**src/rtl/sext_arbiter.sv**
```systemverilog
`default_nettype none
// ============================================================================
//  Module   : sext_arbiter
//  Purpose  : Shares one sign/zero-extension unit between two pipeline
//             requesters (0 = ID-stage immediates, 1 = MEM-stage narrow load
//             data). Round-robin grant feeds a one-entry registered output
//             with a valid/ready handshake.
//  Revision : 1.0 - initial release
// ----------------------------------------------------------------------------
//  Parameters
//    IN_W         width of the narrow operand
//    OUT_W        width of the extended result (must be > IN_W)
//  Ports
//    clk          system clock, rising edge
//    rst          asynchronous, active-high reset
//    req0_valid   requester 0 has an operand
//    req0_data    requester 0 operand            [IN_W-1:0]
//    req0_signed  requester 0: 1 = sign-extend, 0 = zero-extend
//    req0_ready   requester 0 operand accepted this cycle
//    req1_valid   requester 1 has an operand
//    req1_data    requester 1 operand            [IN_W-1:0]
//    req1_signed  requester 1: 1 = sign-extend, 0 = zero-extend
//    req1_ready   requester 1 operand accepted this cycle
//    out_valid    out_data/out_id hold a result
//    out_data     extended result                [OUT_W-1:0]
//    out_id       requester that owns out_data
//    out_ready    consumer takes the result this cycle
// ============================================================================
module sext_arbiter #(
  parameter int IN_W  = 3,
  parameter int OUT_W = 8
) (
  input  logic             clk,
  input  logic             rst,
  input  logic             req0_valid,
  input  logic [IN_W-1:0]  req0_data,
  input  logic             req0_signed,
  output logic             req0_ready,
  input  logic             req1_valid,
  input  logic [IN_W-1:0]  req1_data,
  input  logic             req1_signed,
  output logic             req1_ready,
  output logic             out_valid,
  output logic [OUT_W-1:0] out_data,
  output logic             out_id,
  input  logic             out_ready
);

  localparam int c_EXT_W = OUT_W - IN_W;

  logic             out_valid_q, out_valid_d;
  logic [OUT_W-1:0] out_data_q,  out_data_d;
  logic             out_id_q,    out_id_d;
  logic             last_grant_q, last_grant_d;

  logic w_can_accept;
  logic w_grant0;
  logic w_grant1;
  logic w_xfer0;
  logic w_xfer1;

  function automatic logic [OUT_W-1:0] extend(input logic [IN_W-1:0] data,
                                              input logic            sgn);
    extend = {{c_EXT_W{sgn & data[IN_W-1]}}, data};
  endfunction

  // Grant and handshake. On a tie the requester that did not win the last
  // transfer is chosen; last_grant resets to 1 so requester 0 wins first.
  always_comb begin
    w_can_accept = !out_valid_q | out_ready;
    w_grant0     = req0_valid & (!req1_valid | last_grant_q);
    w_grant1     = req1_valid & (!req0_valid | !last_grant_q);
    req0_ready   = w_grant0 & w_can_accept & !rst;
    req1_ready   = w_grant1 & w_can_accept & !rst;
    w_xfer0      = req0_valid & req0_ready;
    w_xfer1      = req1_valid & req1_ready;
  end

  // Output buffer next state. A transfer in the same cycle as a drain simply
  // overwrites the entry, so out_valid never drops between results.
  always_comb begin
    out_valid_d  = out_valid_q;
    out_data_d   = out_data_q;
    out_id_d     = out_id_q;
    last_grant_d = last_grant_q;
    if (w_xfer0) begin
      out_valid_d  = 1'b1;
      out_data_d   = extend(req0_data, req0_signed);
      out_id_d     = 1'b0;
      last_grant_d = 1'b0;
    end else if (w_xfer1) begin
      out_valid_d  = 1'b1;
      out_data_d   = extend(req1_data, req1_signed);
      out_id_d     = 1'b1;
      last_grant_d = 1'b1;
    end else if (out_ready) begin
      // Drain: data and id keep their last value.
      out_valid_d  = 1'b0;
    end
  end

  always_ff @(posedge clk or posedge rst) begin
    if (rst) begin
      out_valid_q  <= 1'b0;
      out_data_q   <= '0;
      out_id_q     <= 1'b0;
      last_grant_q <= 1'b1;
    end else begin
      out_valid_q  <= out_valid_d;
      out_data_q   <= out_data_d;
      out_id_q     <= out_id_d;
      last_grant_q <= last_grant_d;
    end
  end

  assign out_valid = out_valid_q;
  assign out_data  = out_data_q;
  assign out_id    = out_id_q;

endmodule
`default_nettype wire

```
**config.mk**
```make
export PLATFORM = sky130hd
export DESIGN_NAME = sext_arbiter
export DESIGN_NICKNAME = d
export VERILOG_FILES = /design/src/rtl/sext_arbiter.sv
export SDC_FILE = /design/constraint.sdc
export NUM_CORES = 1
export LEC_CHECK = 0
export BUFFER_PORTS_ARGS = -buffer_cell sky130_fd_sc_hd__buf_2
export CELL_PAD_IN_SITES_DETAIL_PLACEMENT = 1
export CELL_PAD_IN_SITES_GLOBAL_PLACEMENT = 2
export CORE_MARGIN = 8
export CORE_UTILIZATION = 21
export CTS_CLUSTER_DIAMETER = 120
export DETAILED_ROUTE_END_ITERATION = 10
export PLACE_DENSITY_LB_ADDON = 0.1
export REMOVE_ABC_BUFFERS = 1
export SYNTH_ARGS = -nofsm -noshare
export SYNTH_HDL_FRONTEND = slang
export SYNTH_SLANG_ARGS = --single-unit
```
**constraint.sdc**
```tcl
create_clock -name clk -period 1.63 [get_ports clk]
set_clock_uncertainty 0.15 [all_clocks]
set_input_delay 0.326 -clock clk [delete_from_list [all_inputs] [get_ports clk]]
set_output_delay 0.326 -clock clk [all_outputs]
set_load 0.05 [all_outputs]
```
### Word-level counts from Yosys, hierarchy flattened

Cells that the tools add are included.

| storage, ports and cells | value |
|---|---|
| register bits | 11 |
| output and inout port bits | 12 |
| input bits | 13 |

| operators by class | value |
|---|---|
| muxes and demuxes | 7 |
| bitwise logic cells | 13 |
| reductions and logical operators | 7 |

Operators with widths:

| kind | number |
|---|---|
| 8-bit two-way mux | 2 |
| 1-bit bitwise AND | 10 |
| 1-bit logical NOT | 5 |
| 1-bit two-way mux | 5 |
| 1-bit OR | 3 |
| 3-bit nonzero test | 1 |
| 2-bit nonzero test | 1 |

### Depth between registers and ports, before layout

Gate-level depths: netlist of the first run.

| logic depth | value |
|---|---|
| depth after elaboration | 8 |
| mapped depth | 4 |
| depth with buffers taken out | 3 |

### Least setup slack after synthesis of the first run

OpenSTA, ideal clock, no wires.

| timing path | value |
|---|---|
| path type | flip-flop to output port |
| from | reg out_valid_q (netlist: out_valid) |
| to | out req0_ready |
| required time | 1.154 ns |
| arrival | 1.588 ns |
| setup slack | -0.434 ns |
| cell stages (with the launch flop) | 4 |
| path through | dfrtp_1 -> nand2b_1 -> nand2_1 -> nor2_1 |

| on the way | value |
|---|---|
| word-level cells in the longest chain between the ends | 4 |

Ends and longest elaborated chain:

| item | line | source |
|---|---|---|
| start: declaration | 51 | `logic out_valid_q, out_valid_d;` |
| start signal: assignment | 109 | `out_valid_q <= out_valid_d;` |
| 1-bit logical NOT | 70 | `w_can_accept = !out_valid_q \| out_ready;` |
| 1-bit OR | 70 |  |
| 1-bit bitwise AND (2 in series) | 73 | `req0_ready = w_grant0 & w_can_accept & !rst;` |
| end: declaration | 38 | `output logic req0_ready,` |

Every way passes these cells.

### Worst setup path after layout of the first run

| timing path | value |
|---|---|
| from | reg last_grant_q |
| to | out req0_ready |

| on the way | value |
|---|---|
| word-level cells in the longest chain between the ends | 4 |

Ends and longest elaborated chain:

| item | line | source |
|---|---|---|
| start: declaration | 54 | `logic last_grant_q, last_grant_d;` |
| start signal: assignment | 112 | `last_grant_q <= last_grant_d;` |
| 1-bit OR | 71 | `w_grant0 = req0_valid & (!req1_valid \| last_grant_q);` |
| 1-bit bitwise AND | 71 |  |
| 1-bit bitwise AND (2 in series) | 73 |  |

Every way passes these cells.

==> results.sh, run 1 <==
export IMPL_power_switching_share=0.453
export IMPL_total_power_uw=771
export IMPL_timing_setup_critical_path_class="reg -> out"
export IMPL_power_static_leakage_uw=0.000305
export IMPL_ant_nets=0
export IMPL_initial_utilization=0.218
export IMPL_finalSetupViolCount=2
export IMPL_finalNonFillerCells=102
export IMPL_seq_cells_post_synth=7
export IMPL_drc_errors=0
export IMPL_global_route_usage_total=0.0865
export IMPL_syn_inst=44
export IMPL_mappedNetlistArea_sq_um=419
export IMPL_grt_first_pass_wirelength_microns=2250
export IMPL_synth_distinct_cells=21
export IMPL_tcrit_tclk_final=1.11
export IMPL_holdCritPathClass="in -> reg"
export IMPL_p_int_uw=422
export IMPL_setup_repair_after_global_routing_missed_its_margin="true"
export IMPL_finalNetCount=89
export IMPL_violated_checks="negative setup slack"
export IMPL_core_area_sq_um=1920
export IMPL_finalMaxSlewViolations=0
export IMPL_worst_setup_hold_path_clk_slew_ps=60
export IMPL_post_drt_wl_per_cell_microns=13.0
export IMPL_drt_vias_per_instance=4.43
export IMPL_post_synth_cell_area_avg_sq_um=9.53
export IMPL_floorplan_die_width_microns=60.7
export IMPL_drt_wl_total_microns=1330
export IMPL_dp_hpwl_microns=1140
export IMPL_post_route_cell_area_sq_um=644
export IMPL_globalRouteOverflowTotal=0
export IMPL_synth_yosys_seq_area_share=0.421
export IMPL_numClockSinks=7
export IMPL_n_antenna_cell=0
export IMPL_layout_drive_gt1_share=0.547
export IMPL_clkPwrFrac=0.211
export IMPL_timing_final_crit_period_ps=1810
export IMPL_die_area_sq_um=3680
export IMPL_first_iter_violations=4
export IMPL_outcome="finished with violations"
export IMPL_worst_hold_path_num_cells=2
export IMPL_place_port_buffers=24
export IMPL_worst_case_clock_buffer_depth=2
export IMPL_max_clock_freq_mhz=551
export IMPL_hold_viol_final=0
export IMPL_drt_pass1_iter_count=2
export IMPL_slew_limit_headroom=0.829
export IMPL_pwr_density_cell_nw_per_um2=1200
export IMPL_mostFrequentLayoutCell="sky130_fd_sc_hd__buf_2"
export IMPL_clk_root_buffer_cell="sky130_fd_sc_hd__clkbuf_4"
export IMPL_rows=16
export IMPL_worst_slack_ps=-185
export IMPL_via_count=452
export IMPL_power_combinational_fraction=0.487
export IMPL_timing_critical_path_fanout_max=2
export IMPL_cts_max_level=1
export IMPL_cap_viol_max_count=0
export IMPL_critPathRequiredTime_ps=1150
export IMPL_grt_antenna_before_repair=0
export IMPL_worstMarginPinSlew_ps=259
export IMPL_clock_latency_on_the_worst_skew_pair_ps=260
export IMPL_placed_cells=97
export IMPL_cts_tree="done"
export IMPL_pin_count_of_the_biggest_net_entering_global_routing=13
export IMPL_irDropWorstVdd_uv=320
export IMPL_flow_area_growth_from_synthesis_pct=53.7
export IMPL_worst_ep_arrival_time_ps=1340
export IMPL_critPathCaptureType="output port"
export IMPL_gp_routability_congestion=0.712
export IMPL_hold_worst_slack_ps=139
export IMPL_switching_power_uw=350
export IMPL_relative_contribution_of_sequential_cells_to_total_power=0.301
export IMPL_yosysWarningCount=0
export IMPL_io_pins=25
export IMPL_critical_path_startpoint_type="flop"
export IMPL_cts_inserted_buffers=3
export IMPL_mostFrequentLayoutCells="22 x sky130_fd_sc_hd__buf_2, 8 x sky130_fd_sc_hd__a31oi_1, 7 x sky130_fd_sc_hd__buf_4"
export IMPL_filler_cell_count=250
export IMPL_number_of_global_route_vias_before_repair=498
export IMPL_die_y_microns=60.7
export IMPL_placed_area_sq_um=584
export IMPL_r2r_cells=4
-- worst paths after layout --
kind,startpoint,slack [ps],to
max,last_grant_q$_DFFE_PP1P_,-180,req0_ready
min,rst,140,out_valid$_DFFE_PP0P_
max reg2reg,last_grant_q$_DFFE_PP1P_,340,out_data[1]$_DFFE_PP0P_
min reg2reg,out_id$_DFFE_PP0P_,360,out_id$_DFFE_PP0P_
max in group asynchronous,rst,650,last_grant_q$_DFFE_PP1P_
min in group asynchronous,rst,460,out_valid$_DFFE_PP0P_
-- per-stage QoR --
| stage | util | setup TNS [ps] | setup WS [ps] |
|---|---|---|---|
| after floorplan | - | -4550 | -648 |
| after global placement | 0.304 | 0 | 20.6 |
| after detailed placement | 0.304 | 0 | 9.85 |
| after CTS | 0.331 | -324 | -226 |
| after global routing | 0.335 | -440 | -259 |
| final | 0.335 | -269 | -185 |
-- worst max-delay path: stages, from the launching register on --
cell	delay [ps]
sky130_fd_sc_hd__dfstp_2	540
sky130_fd_sc_hd__nor2b_2	40
sky130_fd_sc_hd__or2b_1	240
sky130_fd_sc_hd__nor2_2	100
sky130_fd_sc_hd__buf_6	160
-- cell type report --
type,count,area (sq um),share of cell area
Timing Repair Buffer,32,199,0.309
Tap cell,27,33.8,0.0524
Multi-Input combinational cell,30,201,0.313
Clock buffer,4,26.3,0.0408
Sequential cell,7,176,0.274
Inverter,2,7.51,0.0117
-- cell usage after synthesis --
master,n,area share
sky130_fd_sc_hd__or2b_1,1,0.018
sky130_fd_sc_hd__buf_4,4,0.072
sky130_fd_sc_hd__o22a_1,2,0.042
sky130_fd_sc_hd__nor2_1,2,0.018
sky130_fd_sc_hd__nor2b_1,1,0.015
sky130_fd_sc_hd__inv_2,1,0.0089
sky130_fd_sc_hd__nand4b_1,1,0.021
sky130_fd_sc_hd__buf_6,1,0.027
sky130_fd_sc_hd__nand2b_1,1,0.015
sky130_fd_sc_hd__nand2_1,2,0.018
sky130_fd_sc_hd__dfstp_2,1,0.063
sky130_fd_sc_hd__and3_4,1,0.027
sky130_fd_sc_hd__o211ai_1,1,0.018
sky130_fd_sc_hd__and3_1,1,0.015
sky130_fd_sc_hd__and2_1,1,0.015
sky130_fd_sc_hd__or2_4,1,0.021
sky130_fd_sc_hd__nand3b_1,3,0.054
sky130_fd_sc_hd__o21ai_0,4,0.048
sky130_fd_sc_hd__dfrtp_1,6,0.36
sky130_fd_sc_hd__a31oi_1,8,0.12
sky130_fd_sc_hd__inv_1,1,0.0089
-- timing repair --
action,CTS,global route
pin swaps,1,0
gates resized for setup,5,3
hold buffers,1,0
setup buffers,0,0
endpoints found under the setup margin,2,2
endpoints found under the hold margin,6,0
-- power by group through the flow --
stage,sequential (uW),combinational [uW],clock (uW)
final,232,376,163
after CTS,232,378,172
after global routing,238,401,182
after detailed placement,236,367,0
after floorplan,398,86.9,0
after global placement,234,368,0
-- kinds of logic after synthesis --
group,Yosys count,share of synthesized area
buf+inv,7,0.116
simple gates,15,0.236
flops,7,0.421
compound gates,15,0.227
-- layer usage --
layer / up-vias / GRT usage / share of wire
met5: - / 0 / 0
met4: 0 / 0.0997 / 0.038
met3: 4 / 0.0297 / 0.14
met2: 24 / 0.115 / 0.38
met1: 205 / 0.0982 / 0.45
li1: 219 / - / -
-- sequential cells by signal, summed over array words and instances, names as in the netlist --
name	flops
out_valid	1
last_grant_q	1
out_data	4
out_id	1
Note: power is estimated with default switching activity, not from simulation.
==> inputs of run 2 (changes only) <==
--- a/config.mk
+++ b/config.mk
@@ -5,13 +5,16 @@
 export SDC_FILE = /design/constraint.sdc
 export NUM_CORES = 1
 export LEC_CHECK = 0
+export ABC_AREA = 1
 export BUFFER_PORTS_ARGS = -buffer_cell sky130_fd_sc_hd__buf_2
 export CELL_PAD_IN_SITES_DETAIL_PLACEMENT = 1
 export CELL_PAD_IN_SITES_GLOBAL_PLACEMENT = 2
+export CORE_ASPECT_RATIO = 0.8
 export CORE_MARGIN = 8
-export CORE_UTILIZATION = 21
+export CORE_UTILIZATION = 20
 export CTS_CLUSTER_DIAMETER = 120
 export DETAILED_ROUTE_END_ITERATION = 10
+export GPL_ROUTABILITY_DRIVEN = 0
 export PLACE_DENSITY_LB_ADDON = 0.1
 export REMOVE_ABC_BUFFERS = 1
 export SYNTH_ARGS = -nofsm -noshare
==> results.sh, run 2 <==
export IMPL_io_pins=25
export IMPL_grt_first_pass_wirelength_microns=2370
export IMPL_first_iter_violations=11
export IMPL_die_area_sq_um=3960
export IMPL_core_area_sq_um=2120
export IMPL_synth_yosys_seq_area_share=0.402
export IMPL_worst_setup_hold_path_clk_slew_ps=60
export IMPL_r2r_end="out_data[1]$_DFFE_PP0P_"
export IMPL_dp_hpwl_microns=1110
export IMPL_cpMaxStageDelayCell="sky130_fd_sc_hd__dfstp_2"
export IMPL_mostFrequentLayoutCell="sky130_fd_sc_hd__buf_2"
export IMPL_cts_tree="done"
export IMPL_timing_setup_critical_path_class="reg -> out"
export IMPL_cts_max_level=1
export IMPL_finalNetCount=108
export IMPL_r2r_start="last_grant_q$_DFFE_PP1P_"
export IMPL_clkPwrFrac=0.168
export IMPL_hold_worst_slack_ps=76.8
export IMPL_synthDominantAreaCellType="sky130_fd_sc_hd__dfrtp_1"
export IMPL_rows=15
export IMPL_worst_path_dominant_cell_family="flip-flops"
export IMPL_postSynth_asyncResetShare=1.00
export IMPL_synth_flop_cell="sky130_fd_sc_hd__dfrtp_1"
export IMPL_power_static_leakage_uw=0.000416
export IMPL_globalRouteOverflowTotal=0
export IMPL_outcome="finished with violations"
export IMPL_grt_antenna_before_repair=0
export IMPL_irDropWorstVdd_uv=754
export IMPL_switching_power_uw=487
export IMPL_worst_ep_arrival_time_ps=1180
export IMPL_mostFrequentLayoutCells="22 x sky130_fd_sc_hd__buf_2, 20 x sky130_fd_sc_hd__nand2_1, 10 x sky130_fd_sc_hd__nand3_1"
export IMPL_post_synth_cell_area_avg_sq_um=7.20
export IMPL_drt_pass1_iter_count=4
export IMPL_via_count=488
export IMPL_layout_drive_gt1_share=0.489
export IMPL_tcrit_tclk_final=1.02
export IMPL_power_combinational_fraction=0.561
export IMPL_timing_critical_path_fanout_max=2
export IMPL_mappedNetlistArea_sq_um=439
export IMPL_number_of_global_route_vias_before_repair=545
export IMPL_clk_root_buffer_cell="sky130_fd_sc_hd__clkbuf_4"
export IMPL_seq_cells_post_synth=7
export IMPL_pin_count_of_the_biggest_net_entering_global_routing=11
export IMPL_pwr_density_cell_nw_per_um2=1410
export IMPL_post_drt_wl_per_cell_microns=12.1
export IMPL_critPathCaptureType="output port"
export IMPL_worst_case_clock_buffer_depth=2
export IMPL_yosysWarningCount=0
export IMPL_netlist_area_leader_share=0.342
export IMPL_setup_repair_after_global_routing_missed_its_margin="true"
export IMPL_p_int_uw=475
export IMPL_global_route_usage_total=0.0802
export IMPL_numClockSinks=7
export IMPL_cts_inserted_buffers=3
export IMPL_n_antenna_cell=0
export IMPL_ant_nets=0
export IMPL_synthMostInstantiatedCell="sky130_fd_sc_hd__nand2_1"
export IMPL_finalMaxSlewViolations=0
export IMPL_worstMarginPinSlew_ps=289
export IMPL_ys_top_cells_by_area="sky130_fd_sc_hd__dfrtp_1 34%, sky130_fd_sc_hd__nand2_1 18%, sky130_fd_sc_hd__nand3_1 11%, sky130_fd_sc_hd__buf_4 6.8%, sky130_fd_sc_hd__inv_1 6.8%"
export IMPL_timing_setup_tns_ps=-54.5
export IMPL_cap_viol_max_count=0
export IMPL_synth_enable_flop_cells=0
export IMPL_rrSetupSlack_ps=240
export IMPL_die_y_microns=57.9
export IMPL_drt_vias_per_instance=4.10
export IMPL_timing_critical_path_mode_cell="sky130_fd_sc_hd__inv_2"
export IMPL_finalSetupViolCount=2
export IMPL_holdCritPathClass="in -> async"
export IMPL_cp_cell_instances="inv_2 > nand2_2 > nand3_2 > inv_2 > buf_8"
export IMPL_r2r_cells=6
export IMPL_placed_cells=109
export IMPL_initial_utilization=0.207
export IMPL_post_synth_top_cells="21 x sky130_fd_sc_hd__nand2_1, 10 x sky130_fd_sc_hd__nand3_1, 8 x sky130_fd_sc_hd__inv_1"
export IMPL_floorplan_die_width_microns=68.4
export IMPL_critPathRequiredTime_ps=1150
export IMPL_cpPeakStageDelay_ps=540
export IMPL_hold_viol_final=0
export IMPL_critical_path_n_buffers_inverters=3
export IMPL_power_switching_share=0.506
export IMPL_synth_distinct_cells=13
export IMPL_place_port_buffers=24
export IMPL_drt_wl_total_microns=1440
export IMPL_syn_inst=61
export IMPL_worst_slack_ps=-30.8
export IMPL_violated_checks="negative setup slack"
export IMPL_clock_latency_on_the_worst_skew_pair_ps=250
export IMPL_finalNonFillerCells=119
export IMPL_largest_register_ff_count=4
export IMPL_timing_final_crit_period_ps=1660
export IMPL_relative_contribution_of_sequential_cells_to_total_power=0.272
export IMPL_drc_errors=0
export IMPL_max_clock_freq_mhz=602
export IMPL_dp_worst_setup_slack_ps=27.9
export IMPL_filler_cell_count=274
export IMPL_total_power_uw=962
export IMPL_flow_area_growth_from_synthesis_pct=55.6
export IMPL_slew_limit_headroom=0.807
export IMPL_critical_path_startpoint_type="flop"
## run 2: layer usage
metal	wire length, microns	vias to the layer above	global-route usage
li1	-	253	-
met1	645	218	0.0892
met2	627	15	0.114
met3	152	2	0.0558
met4	11	0	0.0350
met5	0	-	0
## run 2: per-stage QoR
stage | instance area [sq um] | utilization
after detailed placement | 579 | 0.273
after global placement | 579 | 0.273
final | 683 | 0.322
after CTS | 653 | 0.308
after floorplan | 398 | -
after global routing | 683 | 0.322
## run 2: worst register-to-register path: stages (launching register included)
cell	delay (ps)
sky130_fd_sc_hd__dfstp_2	540
sky130_fd_sc_hd__nand2_1	60
sky130_fd_sc_hd__buf_4	140
sky130_fd_sc_hd__nand4_2	160
sky130_fd_sc_hd__nand2_2	90
sky130_fd_sc_hd__nand2_1	80
sky130_fd_sc_hd__nand2_1	50
## run 2: power by group through the flow
stage          Sequential, uW  Clock, uW  Combinational [uW]
6_report                  261        161                 539
2_1_floorplan             500          0                 114
3_5_place_dp              263          0                 489
3_3_place_gp              262          0                 489
4_1_cts                   262        171                 522
5_1_grt                   273        181                 577
## run 2: logic make-up after synthesis
family / Yosys count / share of synthesized area
flops: 7 / 0.402
compound gates: 2 / 0.0228
buf+inv: 13 / 0.162
simple gates: 39 / 0.413
## run 2: cell type report
type | instances | area (sq um) | area share
repair buffers | 34 | 218 | 0.319
flip-flops and latches | 7 | 176 | 0.258
multi-input cells | 41 | 201 | 0.295
inverters | 8 | 30.0 | 0.0440
clock buffers | 4 | 26.3 | 0.0385
well taps | 25 | 31.3 | 0.0458
## run 2: worst max path at each step
stage	start	end	slack, ps	cells after the start
global placement	out_ready	req1_ready	70	6
detailed placement	out_ready	req1_ready	30	6
CTS	last_grant_q$_DFFE_PP1P_	req0_ready	-50	5
floorplan	out_data[6]$_DFFE_PP0P_	out_data[6]$_DFFE_PP0P_	-660	2
global route	out_valid$_DFFE_PP0P_	req1_ready	-100	4
finish	last_grant_q$_DFFE_PP1P_	req0_ready	-30	5
## run 2: repair_timing
action / in CTS / in global routing
hold buffers: 1 / 0
pin swaps: 1 / 2
setup buffers: 1 / 4
setup endpoints to repair: 2 / 2
hold endpoints to repair: 6 / 0
resized for setup: 11 / 0
